===== config.mk =====
export PLATFORM = sky130hd
export DESIGN_NAME = guess_round_ctrl_flat
export DESIGN_NICKNAME = d
export VERILOG_FILES = /design/src/rtl/game_pkg.sv /design/src/rtl/guess_round_ctrl_if.sv /design/src/rtl/peg_count.sv /design/src/rtl/guess_round_ctrl.sv /design/src/flat_wrapper.sv
export SDC_FILE = /design/constraint.sdc
export NUM_CORES = 1
export LEC_CHECK = 0
export ABC_AREA = 0
export BUFFER_PORTS_ARGS = -buffer_cell sky130_fd_sc_hd__buf_2
export CORE_MARGIN = 5
export CORE_UTILIZATION = 50
export CTS_BUF_LIST = sky130_fd_sc_hd__clkbuf_8
export CTS_CLUSTER_DIAMETER = 40
export DETAILED_ROUTE_END_ITERATION = 10
export MAX_ROUTING_LAYER = met4
export PLACE_DENSITY = 0.83
export SYNTH_ARGS = -nofsm -noshare
export SYNTH_HDL_FRONTEND = slang
export SYNTH_SLANG_ARGS = --single-unit

===== constraint.sdc =====
create_clock -name CLOCK_50 -period 4.2 [get_ports CLOCK_50]
set_input_delay 0.42 -clock CLOCK_50 [delete_from_list [all_inputs] [get_ports CLOCK_50]]
set_output_delay 0.42 -clock CLOCK_50 [all_outputs]
set_load 0.01 [all_outputs]

===== src/rtl/game_pkg.sv =====
// Shared types and constants for the guessing-game round controller.
package game_pkg;

    localparam int PEG_W        = 3;
    localparam int NUM_PEGS     = 4;
    localparam int NUM_COLORS   = 8;
    localparam int GRADE_CYCLES = 8;
    localparam int CNT_W        = 3;

    typedef logic [PEG_W-1:0] peg_t;
    typedef logic [CNT_W-1:0] cnt_t;

    typedef enum logic [2:0] {
        ST_IDLE       = 3'd0,
        ST_WAIT_GUESS = 3'd1,
        ST_LOAD_GUESS = 3'd2,
        ST_GRADE      = 3'd3,
        ST_REPORT     = 3'd4,
        ST_DONE       = 3'd5
    } state_t;

    // Smaller of two per-colour occurrence counts: the colour matches shared
    // between guess and master for one colour.
    function automatic cnt_t min_cnt(input cnt_t a, input cnt_t b);
        cnt_t r;
        if (a < b) begin
            r = a;
        end else begin
            r = b;
        end
        return r;
    endfunction

endpackage


===== src/rtl/guess_round_ctrl_if.sv =====
// Handshake/data bundle between the user-control side (master) and the
// round controller (slave), including the guess register bank outputs.
interface guess_round_ctrl_if;

    logic        startGame;
    logic [11:0] masterPattern;
    logic        guessValid;
    logic [3:0]  guess0;
    logic [3:0]  guess1;
    logic [3:0]  guess2;
    logic [3:0]  guess3;

    logic        loadGuessNow;
    logic [2:0]  numZnarly;
    logic [2:0]  numZood;
    logic        scoreValid;
    logic [3:0]  roundNum;
    logic        ready;
    logic        gameWon;
    logic        gameOver;

    modport master (
        output startGame, masterPattern, guessValid,
               guess0, guess1, guess2, guess3,
        input  loadGuessNow, numZnarly, numZood, scoreValid,
               roundNum, ready, gameWon, gameOver
    );

    modport slave (
        input  startGame, masterPattern, guessValid,
               guess0, guess1, guess2, guess3,
        output loadGuessNow, numZnarly, numZood, scoreValid,
               roundNum, ready, gameWon, gameOver
    );

endinterface


===== src/rtl/peg_count.sv =====
// Counts how many of four packed pegs carry the given colour (0..4).
module peg_count
    import game_pkg::*;
(
    input  logic [NUM_PEGS*PEG_W-1:0] pegs,
    input  peg_t                      color,
    output cnt_t                      count
);

    cnt_t cnt_s;

    // Tally matching pegs one position at a time.
    always_comb begin
        cnt_s = 3'd0;
        for (int i = 0; i < NUM_PEGS; i++) begin
            if (pegs[i*PEG_W +: PEG_W] == color) begin
                cnt_s = cnt_s + 3'd1;
            end else begin
                cnt_s = cnt_s;
            end
        end
    end

    assign count = cnt_s;

endmodule


===== src/rtl/guess_round_ctrl.sv =====
// Game-round controller: latches the master pattern, requests guess loads,
// grades each guess over a fixed eight-cycle colour sweep, counts rounds and
// flags win / game over. All outputs are registered.
module guess_round_ctrl
    import game_pkg::*;
#(
    parameter int MAX_ROUNDS = 10
)
(
    input  logic              CLOCK_50,
    input  logic              reset,
    guess_round_ctrl_if.slave bus
);

    localparam logic [3:0] MAX_R      = 4'(MAX_ROUNDS);
    localparam peg_t       LAST_COLOR = peg_t'(NUM_COLORS - 1);
    localparam cnt_t       ALL_EXACT  = cnt_t'(NUM_PEGS);

    // State and registers
    state_t      state_r,      state_nxt_s;
    logic [11:0] master_r,     master_nxt_s;
    peg_t        color_r,      color_nxt_s;
    cnt_t        exact_r,      exact_nxt_s;
    cnt_t        common_r,     common_nxt_s;
    logic        load_r,       load_nxt_s;
    cnt_t        znarly_r,     znarly_nxt_s;
    cnt_t        zood_r,       zood_nxt_s;
    logic        sv_r,         sv_nxt_s;
    logic [3:0]  round_r,      round_nxt_s;
    logic        ready_r,      ready_nxt_s;
    logic        won_r,        won_nxt_s;
    logic        over_r,       over_nxt_s;

    // Grading datapath
    logic [11:0] guess_pk_s;
    cnt_t        guess_cnt_s;
    cnt_t        master_cnt_s;
    cnt_t        exact_s;
    cnt_t        common_sum_s;

    assign guess_pk_s = {bus.guess3[2:0], bus.guess2[2:0],
                         bus.guess1[2:0], bus.guess0[2:0]};

    peg_count u_guess_count (
        .pegs  (guess_pk_s),
        .color (color_r),
        .count (guess_cnt_s)
    );

    peg_count u_master_count (
        .pegs  (master_r),
        .color (color_r),
        .count (master_cnt_s)
    );

    // Exact-position matches between the loaded guess and the master.
    always_comb begin
        exact_s = 3'd0;
        for (int i = 0; i < NUM_PEGS; i++) begin
            if (guess_pk_s[i*PEG_W +: PEG_W] == master_r[i*PEG_W +: PEG_W]) begin
                exact_s = exact_s + 3'd1;
            end else begin
                exact_s = exact_s;
            end
        end
    end

    // Running colour-match total including the current colour.
    assign common_sum_s = common_r + min_cnt(guess_cnt_s, master_cnt_s);

    // Next-state and next-register decode; startGame overrides everything.
    always_comb begin
        state_nxt_s  = state_r;
        master_nxt_s = master_r;
        color_nxt_s  = color_r;
        exact_nxt_s  = exact_r;
        common_nxt_s = common_r;
        load_nxt_s   = 1'b0;
        znarly_nxt_s = znarly_r;
        zood_nxt_s   = zood_r;
        sv_nxt_s     = 1'b0;
        round_nxt_s  = round_r;
        won_nxt_s    = won_r;
        over_nxt_s   = over_r;

        if (bus.startGame) begin
            state_nxt_s  = ST_WAIT_GUESS;
            master_nxt_s = bus.masterPattern;
            color_nxt_s  = 3'd0;
            exact_nxt_s  = 3'd0;
            common_nxt_s = 3'd0;
            znarly_nxt_s = 3'd0;
            zood_nxt_s   = 3'd0;
            round_nxt_s  = 4'd0;
            won_nxt_s    = 1'b0;
            over_nxt_s   = 1'b0;
        end else begin
            case (state_r)
                ST_IDLE: begin
                    state_nxt_s = ST_IDLE;
                end
                ST_WAIT_GUESS: begin
                    if (bus.guessValid) begin
                        state_nxt_s = ST_LOAD_GUESS;
                        load_nxt_s  = 1'b1;
                    end else begin
                        state_nxt_s = ST_WAIT_GUESS;
                    end
                end
                ST_LOAD_GUESS: begin
                    state_nxt_s  = ST_GRADE;
                    color_nxt_s  = 3'd0;
                    exact_nxt_s  = 3'd0;
                    common_nxt_s = 3'd0;
                end
                ST_GRADE: begin
                    common_nxt_s = common_sum_s;
                    if (color_r == 3'd0) begin
                        exact_nxt_s = exact_s;
                    end else begin
                        exact_nxt_s = exact_r;
                    end
                    if (color_r == LAST_COLOR) begin
                        // Last colour: publish the score so it is visible in REPORT.
                        state_nxt_s  = ST_REPORT;
                        color_nxt_s  = 3'd0;
                        znarly_nxt_s = exact_r;
                        zood_nxt_s   = common_sum_s - exact_r;
                        sv_nxt_s     = 1'b1;
                        if (round_r < MAX_R) begin
                            round_nxt_s = round_r + 4'd1;
                        end else begin
                            round_nxt_s = round_r;
                        end
                        if (exact_r == ALL_EXACT) begin
                            won_nxt_s  = 1'b1;
                            over_nxt_s = 1'b1;
                        end else if ((round_r + 4'd1) == MAX_R) begin
                            over_nxt_s = 1'b1;
                        end else begin
                            over_nxt_s = over_r;
                        end
                    end else begin
                        state_nxt_s = ST_GRADE;
                        color_nxt_s = color_r + 3'd1;
                    end
                end
                ST_REPORT: begin
                    if (over_r) begin
                        state_nxt_s = ST_DONE;
                    end else begin
                        state_nxt_s = ST_WAIT_GUESS;
                    end
                end
                ST_DONE: begin
                    state_nxt_s = ST_DONE;
                end
                default: begin
                    state_nxt_s = ST_IDLE;
                end
            endcase
        end

        ready_nxt_s = (state_nxt_s == ST_WAIT_GUESS);
    end

    // FSM state register.
    always_ff @(posedge CLOCK_50 or negedge reset) begin
        if (!reset) begin
            state_r <= ST_IDLE;
        end else begin
            state_r <= state_nxt_s;
        end
    end

    // Datapath, accumulator and output registers.
    always_ff @(posedge CLOCK_50 or negedge reset) begin
        if (!reset) begin
            master_r <= 12'd0;
            color_r  <= 3'd0;
            exact_r  <= 3'd0;
            common_r <= 3'd0;
            load_r   <= 1'b0;
            znarly_r <= 3'd0;
            zood_r   <= 3'd0;
            sv_r     <= 1'b0;
            round_r  <= 4'd0;
            ready_r  <= 1'b0;
            won_r    <= 1'b0;
            over_r   <= 1'b0;
        end else begin
            master_r <= master_nxt_s;
            color_r  <= color_nxt_s;
            exact_r  <= exact_nxt_s;
            common_r <= common_nxt_s;
            load_r   <= load_nxt_s;
            znarly_r <= znarly_nxt_s;
            zood_r   <= zood_nxt_s;
            sv_r     <= sv_nxt_s;
            round_r  <= round_nxt_s;
            ready_r  <= ready_nxt_s;
            won_r    <= won_nxt_s;
            over_r   <= over_nxt_s;
        end
    end

    assign bus.loadGuessNow = load_r;
    assign bus.numZnarly    = znarly_r;
    assign bus.numZood      = zood_r;
    assign bus.scoreValid   = sv_r;
    assign bus.roundNum     = round_r;
    assign bus.ready        = ready_r;
    assign bus.gameWon      = won_r;
    assign bus.gameOver     = over_r;

endmodule


===== src/flat_wrapper.sv =====
// flat-port wrapper written by rule: the top's interface ports become plain ports
module guess_round_ctrl_flat import game_pkg::*;
#(
    parameter int MAX_ROUNDS = 10
)
  (CLOCK_50, reset, bus_startGame, bus_masterPattern, bus_guessValid, bus_guess0, bus_guess1, bus_guess2, bus_guess3, bus_loadGuessNow, bus_numZnarly, bus_numZood, bus_scoreValid, bus_roundNum, bus_ready, bus_gameWon, bus_gameOver);
  guess_round_ctrl_if bus_i ();
  input  logic CLOCK_50;
  input  logic reset;
  input wire logic [$bits(bus_i.startGame)-1:0] bus_startGame;
  input wire logic [$bits(bus_i.masterPattern)-1:0] bus_masterPattern;
  input wire logic [$bits(bus_i.guessValid)-1:0] bus_guessValid;
  input wire logic [$bits(bus_i.guess0)-1:0] bus_guess0;
  input wire logic [$bits(bus_i.guess1)-1:0] bus_guess1;
  input wire logic [$bits(bus_i.guess2)-1:0] bus_guess2;
  input wire logic [$bits(bus_i.guess3)-1:0] bus_guess3;
  output wire logic [$bits(bus_i.loadGuessNow)-1:0] bus_loadGuessNow;
  output wire logic [$bits(bus_i.numZnarly)-1:0] bus_numZnarly;
  output wire logic [$bits(bus_i.numZood)-1:0] bus_numZood;
  output wire logic [$bits(bus_i.scoreValid)-1:0] bus_scoreValid;
  output wire logic [$bits(bus_i.roundNum)-1:0] bus_roundNum;
  output wire logic [$bits(bus_i.ready)-1:0] bus_ready;
  output wire logic [$bits(bus_i.gameWon)-1:0] bus_gameWon;
  output wire logic [$bits(bus_i.gameOver)-1:0] bus_gameOver;
  assign bus_i.startGame = bus_startGame;
  assign bus_i.masterPattern = bus_masterPattern;
  assign bus_i.guessValid = bus_guessValid;
  assign bus_i.guess0 = bus_guess0;
  assign bus_i.guess1 = bus_guess1;
  assign bus_i.guess2 = bus_guess2;
  assign bus_i.guess3 = bus_guess3;
  assign bus_loadGuessNow = bus_i.loadGuessNow;
  assign bus_numZnarly = bus_i.numZnarly;
  assign bus_numZood = bus_i.numZood;
  assign bus_scoreValid = bus_i.scoreValid;
  assign bus_roundNum = bus_i.roundNum;
  assign bus_ready = bus_i.ready;
  assign bus_gameWon = bus_i.gameWon;
  assign bus_gameOver = bus_i.gameOver;
  guess_round_ctrl #(.MAX_ROUNDS(MAX_ROUNDS)) u_core (.CLOCK_50(CLOCK_50), .reset(reset), .bus(bus_i));
endmodule

==> out/metrics.cfg <==
[timing]
rsz0062_at_grt = true
worst_slew_pin_slew_ps = 911
fin_skew_ps = 10.5
fin_crit_sh = 1.05
finalSetupViolations = 1
layout_setup_ws_ps = -207
final-hold-violation-count = 0
maxSlewHeadroom = 0.393
finalCriticalPeriod_ps = 4410
fin_hold_ws_ps = 243
finalMaxSlewViolations = 0
max_freq_ghz = 0.227

[logic_synthesis]
post_synth_num_cell_types = 36
synthesis.area_um2 = 2620
ys_seq_area_frac = 0.373
postSynthAreaPerCell_um2 = 9.91
synth-seq-cells = 39
yosysWarnings = 0
syn_nets = 318
synthCells = 264

[setup_path]
crit_path_max_fanout = 4
cp_data_required_time_ps = 4400
crit_type = reg2reg
critical_path_arrival_ps = 4610
slowest_delay_ps = 550
cp_cell_sequence = xnor2_2, nand3_2, inv_2, ha_4, o31a_1, or2_4, ha_4, mux2i_2, inv_1, ha_1, a21oi_4, a21boi_2, nor2_1, ha_2, fa_1, inv_2, fa_2, xnor2_2, xnor2_1, o21ai_1
critPathCaptureType = flip-flop
start_kind = flip-flop
cp_slowest_cell = fa_1

[drt]
routed_wl_um = 7560
route.detailed.drc = 0
antenna_left = 0
wl_per_cell_um = 18.5
vias = 2312
dr.pass1.iters = 4
viasPerCell = 5.65
initialDrtViolationCount = 224

[clock_network]
cts_buffer_depth = 2
clk_latency_ps = 310
cts_tree = yes
htreeDepth = 2
root_buffer = clkbuf_8
hold_buffers = 0
clock-sinks = 39
clk_pin_slew_ps = 90
numCtsBuffers = 5

[global_route]
gr-usage-all-layers = 0.213
grt_pass1_wl_um = 10700
grt_max_degree = 40
antenna_found_initial = 0
grt_pass1_vias = 2237
grt_use_met2 = 0.382
grt_use_met1 = 0.236
grt_overflow = 0
met3_usage = 0.0358
grt.busiest_layer = met2

[floorplanning]
num_rows = 26
start_util = 0.512
die-height_um = 82.3
core_um2 = 5110
pin_count = 47
fp.dieArea_um2 = 6780
die_w_um = 82.3

[cells_and_area]
post-route-util = 0.706
layout_commonest_cell = buf_2
multi_input_area_um2 = 1890
drive_gt1_frac = 0.460
final_cell_mix = 42 x buf_2, 36 x dfrtp_1, 25 x buf_4
fin_area_um2 = 3600
nNetsFinal = 392
n_antenna_cell = 0
syn_to_final_growth_pct = 37.8
ff_latch_area_um2 = 980
nFillCells = 337

[power_and_ir_drop]
switching_power_mw = 0.366
combPwrFrac = 0.348
sw_frac_of_total = 0.338
p_seq_frac = 0.392
vdd_drop_max_mv = 0.263
p_int_mw = 0.716
p_leak_nw = 1.67
clockPowerShare = 0.259
power_density_nw_per_um2 = 300
p_total_mw = 1.08

[place]
place_congestion = 0.915
portBuffers = 42
postPlaceCellArea_um2 = 3040
dp_hpwl_um = 4600
pre_cts_ws_ps = -393

[min_path]
min_path_type = in2async

[run_status]
outcome = complete, but fails checks
failed_checks = negative setup slack

[flow_run]
cap_violations = 0

## power by group through the flow
| stage | combinational (mW) | sequential [mW] | clock (mW) |
|---|---|---|---|
| 2_1_floorplan | 0.180 | 0.418 | 0 |
| 3_3_place_gp | 0.250 | 0.423 | 0 |
| 3_5_place_dp | 0.266 | 0.424 | 0 |
| 4_1_cts | 0.290 | 0.418 | 0.282 |
| 5_1_grt | 0.406 | 0.426 | 0.298 |
| 6_report | 0.377 | 0.424 | 0.280 |
## worst paths after layout
kind / from / to / slack, ps / cells past startpoint
worst max-delay path: u_core.color_r[0] / u_core.bus.numZood[2] / -210 / 20
worst max register to register: u_core.color_r[0] / u_core.bus.numZood[2] / -210 / 20
worst min register to register: u_core.bus.numZood[0] / u_core.bus.numZood[0] / 490 / 2
min in group CLOCK_50: bus_masterPattern[8] / u_core.master_r[8] / 340 / 2
worst min-delay path: reset / u_core.master_r[7] / 240 / 1
max in group asynchronous: reset / u_core.color_r[1] / 3320 / 1
## layout make-up
type / count / area share
Tap cell: 70 / 0.0243
Sequential cell: 39 / 0.272
Clock inverter: 2 / 0.00451
Multi-Input combinational cell: 201 / 0.525
Timing Repair Buffer: 73 / 0.133
Clock buffer: 6 / 0.0229
Inverter: 18 / 0.0187
## cells in the mapped netlist
cell type	count	area share
mux2i_1	5	0.019
nor3_2	1	0.0038
nor2_1	15	0.022
fa_1	2	0.015
a22o_2	1	0.0038
inv_2	1	0.0014
nor2b_1	1	0.0024
or3_1	1	0.0024
o31a_1	1	0.0033
nand2b_1	2	0.0048
or2_2	1	0.0024
and3_4	1	0.0043
or3_4	1	0.0043
mux2_2	14	0.060
a21boi_0	2	0.0057
buf_6	3	0.013
inv_1	17	0.024
o21ai_0	13	0.025
nor3_1	7	0.013
dfrtp_1	39	0.37
o21ai_1	1	0.0019
xor2_1	18	0.060
nand3_1	6	0.011
a31oi_1	1	0.0024
a221oi_2	1	0.0057
clkbuf_1	3	0.0043
nand2_1	23	0.033
ha_1	20	0.096
a22o_1	8	0.027
a21oi_1	13	0.025
nor3b_1	3	0.0086
a31o_2	1	0.0033
nand4_1	3	0.0072
nor4_1	2	0.0048
and3_1	5	0.012
xnor2_1	28	0.094
## registers in the layout, summed over array words and instances (netlist names)
register	count
u_core.bus.gameOver	1
u_core.bus.gameWon	1
u_core.bus.loadGuessNow	1
u_core.bus.numZnarly	3
u_core.bus.numZood	3
u_core.bus.ready	1
u_core.bus.roundNum	4
u_core.bus.scoreValid	1
u_core.color_r	3
u_core.common_r	3
u_core.exact_r	3
u_core.master_r	12
u_core.state_r	3
## stage by stage
step,TNS (ps),cells
2_1_floorplan,0,264
3_3_place_gp,-156,392
3_5_place_dp,-547,392
4_1_cts,0,402
5_1_grt,-510,409
6_report,-207,409
## cell families after synthesis
logic type,count (synthesis),synth area share
compound gates,42,0.103
xor+xnor,46,0.154
fa+ha+maj,22,0.111
buf+inv,24,0.0431
flops,39,0.373
mux,19,0.0794
simple gates,72,0.136
## what timing repair did
item | in CTS | in global routing
resized for setup | 26 | 50
pin swaps | 4 | 24
setup endpoints to repair | 2 | 2
setup buffers | 2 | 7
## critical path: cells and delay by family (launching register included)
| kind | cells | cell delay [ps] |
|---|---|---|
| adders and majority gates | 6 | 1800 |
| AOI/OAI and AO/OA | 4 | 570 |
| xor gates and xnor gates | 3 | 550 |
| DFF | 1 | 490 |
| and+or+nand+nor | 3 | 470 |
| buffers and inverters | 3 | 220 |
| muxes | 1 | 190 |
## per-layer routing
layer	vias up	wire (µm)
met5	-	0
met1	1152	2890
met2	79	4100
li1	1048	-
met3	33	305
met4	0	266
No activity file was read; power rests on OpenSTA's default activity.
